===== src/rtl/seq_multiplier_pkg.sv =====
// Shared definitions for the iterative shift-add multiplier: default width,
// FSM encoding and iteration counter sizing.
package seq_multiplier_pkg;

  localparam int unsigned WIDTH_DEF = 32;
  localparam int unsigned CNT_W_DEF = $clog2(WIDTH_DEF);

  typedef enum logic [1:0] {
    ST_IDLE = 2'd0,
    ST_RUN  = 2'd1,
    ST_FIN  = 2'd2
  } state_t;

endpackage


===== src/rtl/seq_multiplier_if.sv =====
// Request/response bundle between the EX-stage controller (master) and the
// sequential multiplier (slave).
interface seq_multiplier_if
  import seq_multiplier_pkg::*;
#(
  parameter int unsigned WIDTH = WIDTH_DEF
);

  logic               Start;
  logic               Signed;
  logic [WIDTH-1:0]   A;
  logic [WIDTH-1:0]   B;
  logic               Busy;
  logic               Done;
  logic [2*WIDTH-1:0] Result;

  modport master (
    output Start, Signed, A, B,
    input  Busy, Done, Result
  );

  modport slave (
    input  Start, Signed, A, B,
    output Busy, Done, Result
  );

endinterface


===== src/rtl/seq_multiplier_twos_abs.sv =====
// Magnitude/sign split of one operand; the extra magnitude bit keeps the
// most negative two's-complement value exact.
module twos_abs #(
  parameter int unsigned WIDTH = 32
) (
  input  logic [WIDTH-1:0] x,
  input  logic             is_signed,
  output logic [WIDTH:0]   mag,
  output logic             neg
);

  always_comb begin
    neg = is_signed & x[WIDTH-1];
    mag = neg ? ({1'b0, ~x} + 1'b1) : {1'b0, x};
  end

endmodule


===== src/rtl/seq_multiplier.sv =====
// Radix-2 shift-add multiplier: magnitudes are multiplied over WIDTH cycles
// and the sign is applied once when the product is registered.
module seq_multiplier
  import seq_multiplier_pkg::*;
#(
  parameter int unsigned WIDTH = WIDTH_DEF
) (
  input  logic              Clk,
  input  logic              Reset,
  seq_multiplier_if.slave   mif
);

  localparam int unsigned    CW   = $clog2(WIDTH);
  localparam logic [CW-1:0]  LAST = CW'(WIDTH - 1);

  state_t               state, state_nxt;
  logic [2*WIDTH-1:0]   mcand;
  logic [WIDTH:0]       mplier;
  logic [2*WIDTH-1:0]   acc;
  logic [2*WIDTH-1:0]   acc_nxt;
  logic [2*WIDTH-1:0]   result;
  logic [CW-1:0]        count;
  logic                 neg;

  logic [WIDTH:0]       a_mag, b_mag;
  logic                 a_neg, b_neg;
  logic                 load, last;

  twos_abs #(.WIDTH(WIDTH)) u_abs_a (
    .x         (mif.A),
    .is_signed (mif.Signed),
    .mag       (a_mag),
    .neg       (a_neg)
  );

  twos_abs #(.WIDTH(WIDTH)) u_abs_b (
    .x         (mif.B),
    .is_signed (mif.Signed),
    .mag       (b_mag),
    .neg       (b_neg)
  );

  always_ff @(posedge Clk) begin
    if (Reset) state <= ST_IDLE;
    else       state <= state_nxt;
  end

  always_comb begin
    state_nxt = state;
    load      = 1'b0;
    last      = 1'b0;
    unique case (state)
      ST_IDLE: begin
        load = mif.Start;
        if (mif.Start) state_nxt = ST_RUN;
      end
      ST_RUN: begin
        last = (count == LAST);
        if (last) state_nxt = ST_FIN;
      end
      ST_FIN: begin
        load      = mif.Start;
        state_nxt = mif.Start ? ST_RUN : ST_IDLE;
      end
      default: state_nxt = ST_IDLE;
    endcase
  end

  // Final partial product is folded in here so Result is ready on FIN entry.
  always_comb begin
    acc_nxt = acc + (mplier[0] ? mcand : '0);
  end

  always_ff @(posedge Clk) begin
    if (Reset) begin
      mcand  <= '0;
      mplier <= '0;
      acc    <= '0;
      count  <= '0;
      neg    <= 1'b0;
      result <= '0;
    end else if (load) begin
      mcand  <= {{(WIDTH-1){1'b0}}, a_mag};
      mplier <= b_mag;
      acc    <= '0;
      count  <= '0;
      neg    <= a_neg ^ b_neg;
    end else if (state == ST_RUN) begin
      acc    <= acc_nxt;
      mcand  <= mcand << 1;
      mplier <= mplier >> 1;
      count  <= count + CW'(1);
      if (last) result <= neg ? -acc_nxt : acc_nxt;
    end
  end

  assign mif.Busy   = (state == ST_RUN);
  assign mif.Done   = (state == ST_FIN);
  assign mif.Result = result;

endmodule


===== src/flat_wrapper.sv =====
// flat-port wrapper written by rule: the top's interface ports become plain ports
module seq_multiplier_flat import seq_multiplier_pkg::*;
#(
  parameter int unsigned WIDTH = WIDTH_DEF
)
  (Clk, Reset, mif_Start, mif_Signed, mif_A, mif_B, mif_Busy, mif_Done, mif_Result);
  seq_multiplier_if #(.WIDTH(WIDTH)) mif_i ();
  input  logic Clk;
  input  logic Reset;
  input wire logic [$bits(mif_i.Start)-1:0] mif_Start;
  input wire logic [$bits(mif_i.Signed)-1:0] mif_Signed;
  input wire logic [$bits(mif_i.A)-1:0] mif_A;
  input wire logic [$bits(mif_i.B)-1:0] mif_B;
  output wire logic [$bits(mif_i.Busy)-1:0] mif_Busy;
  output wire logic [$bits(mif_i.Done)-1:0] mif_Done;
  output wire logic [$bits(mif_i.Result)-1:0] mif_Result;
  assign mif_i.Start = mif_Start;
  assign mif_i.Signed = mif_Signed;
  assign mif_i.A = mif_A;
  assign mif_i.B = mif_B;
  assign mif_Busy = mif_i.Busy;
  assign mif_Done = mif_i.Done;
  assign mif_Result = mif_i.Result;
  seq_multiplier #(.WIDTH(WIDTH)) u_core (.Clk(Clk), .Reset(Reset), .mif(mif_i));
endmodule

===== config.mk =====
export PLATFORM = sky130hd
export DESIGN_NAME = seq_multiplier_flat
export DESIGN_NICKNAME = d
export VERILOG_FILES = /design/src/rtl/seq_multiplier_pkg.sv /design/src/rtl/seq_multiplier_if.sv /design/src/rtl/seq_multiplier_twos_abs.sv /design/src/rtl/seq_multiplier.sv /design/src/flat_wrapper.sv
export SDC_FILE = /design/constraint.sdc
export NUM_CORES = 1
export LEC_CHECK = 0
export ABC_AREA = 1
export BUFFER_PORTS_ARGS = -buffer_cell sky130_fd_sc_hd__buf_4
export CORE_UTILIZATION = 58
export CTS_CLUSTER_DIAMETER = 150
export DETAILED_ROUTE_END_ITERATION = 10
export PLACE_DENSITY = 0.74
export SLEW_MARGIN = 20
export SYNTH_ARGS = -nofsm -noshare
export SYNTH_HDL_FRONTEND = slang
export SYNTH_SLANG_ARGS = --single-unit

===== constraint.sdc =====
create_clock -name Clk -period 4.6 [get_ports Clk]
set_input_delay 0.23 -clock Clk [delete_from_list [all_inputs] [get_ports Clk]]
set_output_delay 0.23 -clock Clk [all_outputs]
set_load 0.01 [all_outputs]

# Word-level counts from Yosys, hierarchy flattened
# Cells that the tools add are included.
# classes
bitwise_logic	6
add_sub_neg	5
reduce_logical	6
n_mux	14
n_eq_ne	5
# op_table
operator	count
$mux W33	6
$mux W64	2
$add A32 B1 Y33 const B	2
$add A64 B64 Y64	1
$neg A64 Y64	1
$not A32 Y32	2
$pmux W2 S3	1
$add A5 B1 Y5 const B	1
$eq A5 B5 Y1 const B	1
$mux W2	2
$reduce_or A2 Y1	2
$mux W1	3
$reduce_and A3 Y1	1
$and A1 B1 Y1	2
$eq A2 B1 Y1 const B	1
$eq A2 B2 Y1 const B	1
$logic_not A2 Y1	1
$ne A2 B1 Y1 const B	1
$ne A2 B2 Y1 const B	1
$reduce_and A2 Y1	1
$reduce_bool A2 Y1	1
$not A1 Y1	1
$xor A1 B1 Y1	1
# totals
inputBits	68
elab_cells	44
reg_bits	233
out_inout_bits	66

# Logic depth before layout (Yosys ltp)
# depth
ltp_word	5
mapped_depth	30
depth_no_buf	28

# Cells and area by module
# A second synthesis with hierarchy kept.
# unflattened
cells_unflattened	3520
hier_area_um2	19587.5
# modules_own_cells
mod	instances	area_each_um2	cells_per_inst	seq_area_each_um2
seq_multiplier	1	17433.0	3056	4664.5
twos_abs	2	1077.3	232	0.0

# Least setup slack after synthesis
# Ideal clock, no wire load.
# synth_timing
kind	flip-flop to flip-flop
start	register u_core.mplier[0]
end	register u_core.result[58] (netlist: u_core.mif.Result[58])
period_less_slack_ns	3.392
path_buffers	2
required_ns	4.491
arrival_time_ns	3.284
slack_ns	1.208
path_stages_with_launch	30
setup_ns	0.109
path_cell_list	dfxtp_1 > clkbuf_1 > clkbuf_1 > nand2_1 > inv_1 > ha_1 > inv_1 > fa_1 > inv_1 > nand3_1 > nand2_2 > nand2_1 > nand2_1 > inv_1 > nor2_1 > nand2_1 > nor2_1 > nand2_2 > nor2_4 > nand2_2 > nor2_4 > nand2_1 > nor2_2 > nand2_1 > nand2_2 > nand2_1 > nand2_1 > nand3_1 > nand2_1 > inv_1
# synth_between
elab_chain_len	4
# synth_lines
item	line	rtl
start: declaration	seq_multiplier.sv:18	logic [WIDTH:0] mplier;
start signal: assignment	seq_multiplier.sv:84	mplier <= b_mag;
start signal: assignment	seq_multiplier.sv:91	mplier <= mplier >> 1;
$mux W64 *	seq_multiplier.sv:71	acc_nxt = acc + (mplier[0] ? mcand : '0);
$add A64 B64 Y64 *	seq_multiplier.sv:71	
$neg A64 Y64	seq_multiplier.sv:93	if (last) result <= neg ? -acc_nxt : acc_nxt;
$mux W64 *	seq_multiplier.sv:93	
end signal: assignment	seq_multiplier.sv:93	
end: declaration	seq_multiplier.sv:21	logic [2*WIDTH-1:0] result;
# Every way passes the cells marked *; elsewhere a longest branch is shown, timed or not.
# A chain may end at the register's enable or synchronous reset.

# Worst setup path in the final report
# layout_timing
start	register u_core.mplier[0]
end	register u_core.result[52] (netlist: u_core.mif.Result[52])
# Same word-level chain as after synthesis.

==> metrics.md <==
| Metric | Value |
|---|---|
| Status | `complete, no violations` |
| Synth Instances | `3,320` |
| Latest clock arrival within the worst-skew pair | `0.56 ns` |
| Slew Limit Headroom | `24.3%` |
| Vias | `21,200` |
| Setup Viol. Count Final | `0` |
| Leak Pwr | `11.6 nW` |
| Post-synth cell types | `48` |
| Die width | `183 um` |
| Largest family of logic cells by synthesized area | `simple AND/OR/NAND/NOR gates` |
| Core footprint | `31,900 um2` |
| Post_cts resized | `0` |
| TritonCTS clock tree | `yes` |
| RSZ-0062 raised after global routing | `no` |
| Power Density | `269 nW/um2` |
| # port buffers | `133` |
| Mux cell area share after synthesis | `0%` |
| Register area | `4670 um2` |
| First-pass GRT wire length | `102,000 um` |
| Cell Area, Synth | `19,000 um2` |
| GRT Total Usage | `38.5%` |
| Compound-Gate Fraction of Synth Area | `14.1%` |
| Initial antenna violation count | `0` |
| Final wirelength | `64,700 um` |
| Clock Pin Slew Worst Setup and Hold Paths | `0.07 ns` |
| Grt total ovfl | `0` |
| Data arrival, critical path | `4.48 ns` |
| Fillcell total | `2,979` |
| Avg WL per Cell | `16.8 um` |
| FF+latch count, synth | `233` |
| Post-DP Area | `20,200 um2` |
| GPL Wtd Cong | `1.06` |
| Critical-path maximum fanout | `29` |
| Skew final | `0.0127 ns` |
| Max Cap Viol | `0` |
| CP required | `5.06 ns` |
| Area delta synth->final | `11.6%` |
| Synth Area per Inst | `5.71 um2` |
| Starting Density | `59.5%` |
| Die height | `183 um` |
| Critical path launch point type | `flop` |
| Slowest cell on crit path | `dfxtp_2` |
| Peak supply drop | `0.000280 V` |
| Number of enable flip-flop cells after synthesis | `0` |
| Fin cells | `3,848` |
| Clock buffer depth | `3` |
| CTS Buf Count | `26` |
| Slowest stage delay, CP | `0.54 ns` |
| Post CTS Setup Buffer Count | `0` |
| Ranking of synthesized cells by area | `dfxtp_1 (25%), nand2_1 (24%), inv_1 (11%)` |
| Pin count of the biggest net entering global routing | `110` |
| Final min period | `4.02 ns` |
| Top FF cell, synth | `dfxtp_1` |
| Vias in the first global route | `19,500` |
| First-pass DRT Iterations | `7` |
| Crit share post-route | `87.5%` |
| F_max | `0.249 GHz` |
| Total die area | `33,400 um2` |
| H-tree lvl count | `1` |
| Total power | `5.69 mW` |
| CTS sink cnt | `233` |
| Crit path top cell by count | `nand2_1` |
| Seq/Total Area, Yosys | `24.6%` |
| Final net count | `3,531` |
| 1st-iter DRT viols | `2,090` |
| Post-Synth Simple-Gate Area | `39.1%` |
| Final WS setup | `0.577 ns` |
| I/O pin total | `134` |
| Final hold violations | `0` |
| CP top delay family | `simple AND/OR/NAND/NOR gates` |
| Critical path type | `reg -> reg` |
| Final ANT Viol Nets | `0` |
| Ys Warns | `0` |
| FP Rows | `65` |
| Type of destination of the critical path | `flop` |
| Post-route cell area | `21,200 um2` |
| Area of the multi-input gates | `11,700 um2` |
| Async set-or-reset flop fraction in the synthesized netlist | `0%` |
| Worst-Margin Slew | `1.13 ns` |
| DP Cell Count | `3,798` |
| Max-slew violation count | `0` |
| DR vias/cell | `5.51` |
| CTS Root Cell | `clkbuf_16` |
| Worst Path Buf+Inv | `5` |
| Post-synthesis adder-cell area fraction | `4.59%` |
| Antenna diodes | `0` |
| Yosys top cell area share | `24.6%` |
| Yosys top cell by area | `dfxtp_1` |
| Syn Nets | `3,457` |
| Setup TNS Final | `0 ns` |
| CP cell instances | `buf_12 > buf_4 > nand2_1 > inv_1 > ha_1 > nand2_1 > nor2_1 > nand2_1 > inv_1 > nand2_1 > nor2_1 > nand2_1 > nand4_1 > nand2_1 > nor2_1 > nand2_1 > o21ai_0 > nand3_1 > nand2_1 > nand3_1 > nand2_1 > inv_1` |
| DRC viols | `0` |
| Post-DP HPWL | `50,300 um` |
| Share of cells above drive strength 1 | `9.70%` |
| Worst hold path class | `in -> reg` |
| Post-synthesis xor/xnor area fraction | `4.06%` |
| Pre-CTS setup slack | `0.769 ns` |
-- power breakdown --
group / leakage, nW / internal, mW / switching, mW
Clock: 0.449 / 1.35 / 0.898
Sequential: 1.89 / 2.10 / 0.0721
Combinational: 9.25 / 0.405 / 0.868
Total: 11.6 / 3.86 / 1.84
-- metal layers --
layer  vias up  wire length (um)  global-route usage [%]
li1      10500                 -                       -
met2       994             27600                    60.4
met1      9611             29200                    55.1
met3       123              6340                    5.44
met4         0              1560                    9.77
met5         -                 0                       0
-- layout by cell type, fill, tap and decap left out, types with 4 or more instances in the layout --
| cell type | Yosys | final |
|---|---|---|
| nand2_1 | 1217 | 1216 |
| inv_1 | 553 | 551 |
| nor2_1 | 238 | 235 |
| dfxtp_1 | 233 | 231 |
| a21oi_1 | 209 | 209 |
| buf_4 | 0 | 146 |
| o21ai_0 | 145 | 145 |
| nand3_1 | 143 | 143 |
| ha_1 | 68 | 68 |
| o211ai_1 | 66 | 66 |
| xor2_1 | 56 | 56 |
| nand2_2 | 49 | 50 |
| xnor2_1 | 32 | 32 |
| nor2_2 | 29 | 29 |
| nand4_1 | 26 | 26 |
| clkbuf_16 | 0 | 26 |
| nor3_1 | 25 | 25 |
| inv_2 | 19 | 20 |
| nor2_4 | 10 | 13 |
| o21bai_1 | 11 | 11 |
| nand3b_1 | 10 | 10 |
| o221ai_1 | 9 | 9 |
| a31oi_1 | 9 | 9 |
| nand3_2 | 8 | 8 |
| clkinv_1 | 5 | 6 |
| nor4_1 | 6 | 6 |
| clkbuf_1 | 86 | 6 |
| nor3_2 | 5 | 5 |
| o21ai_1 | 5 | 5 |
| or2_2 | 5 | 5 |
| clkbuf_8 | 0 | 5 |
| o31ai_1 | 4 | 4 |
| o21ai_2 | 4 | 4 |
| bufinv_16 | 0 | 4 |
-- flip-flops by register name, summed over array words and instances (netlist names) --
signal             count
u_core.acc            64
u_core.mcand          64
u_core.mif.Result     64
u_core.mplier         33
u_core.count           5
u_core.state           2
u_core.neg             1
-- cell type report --
type	count	share of cell area, %
tap	435	2.57
clock inverter	10	0.809
timing repair buffer	150	5.41
clock buffer	37	3.50
multi-input combinational	2406	55.4
sequential	233	22.0
inverter	577	10.2
-- tightest hold or removal path, cell delays in order --
cell	delay (ns)
buf_4	0.09
o41ai_1	0.08
nand2_1	0.07
a21oi_1	0.05
-- cell usage after synthesis (6+ instances only) --
cell type	number
nor4_1	6
nor2_2	29
nand3_1	143
nand2_2	49
a31oi_1	9
dfxtp_1	233
nor3_1	25
xor2_1	56
buf_1	10
o221ai_1	9
nand3b_1	10
nand3_2	8
nor2_4	10
o21bai_1	11
nor2_1	238
inv_2	19
clkbuf_1	86
ha_1	68
nand4_1	26
o211ai_1	66
nand2_1	1217
o21ai_0	145
a21oi_1	209
xnor2_1	32
inv_1	553
-- kinds of logic (layout without fill, tap and decap cells) --
group,count (synthesis),after routing
XOR/XNOR,88,88
AND/OR/NAND/NOR,1777,1777
adder cells (fa/ha/maj),69,69
buffers and inverters,681,774
flip-flops,233,233
AO/OA/AOI/OAI,472,472
-- path summary, 6_finish.rpt --
kind / from / endpoint / slack, ns / cells after the start
setup / recovery: u_core.mplier[0]$_SDFFE_PP0P_ / u_core.mif.Result[52]$_SDFFE_PP0P_ / 0.58 / 22
hold / removal: mif_A[30] / u_core.mcand[31]$_SDFFE_PP0P_ / 0.03 / 4
hold reg to reg: u_core.mplier[32]$_SDFFE_PP0P_ / u_core.mplier[32]$_SDFFE_PP0P_ / 0.44 / 2
setup reg to reg: u_core.mplier[0]$_SDFFE_PP0P_ / u_core.mif.Result[52]$_SDFFE_PP0P_ / 0.58 / 22
-- repair_timing --
action | CTS | global route
setup endpoints to repair | 0 | 0
hold buffers | 3 | 0
hold endpoints to repair | 3 | 0
-- metrics by stage --
step / hold WS, ns / utilization (%)
global route: 0.0406 / 66.4
finish: 0.0269 / 66.4
floorplan: 0.372 / -
CTS: 0.0149 / 66.4
global placement: 0.431 / 63.5
detailed placement: 0.434 / 63.5
No activity file was read; power rests on OpenSTA's default activity.
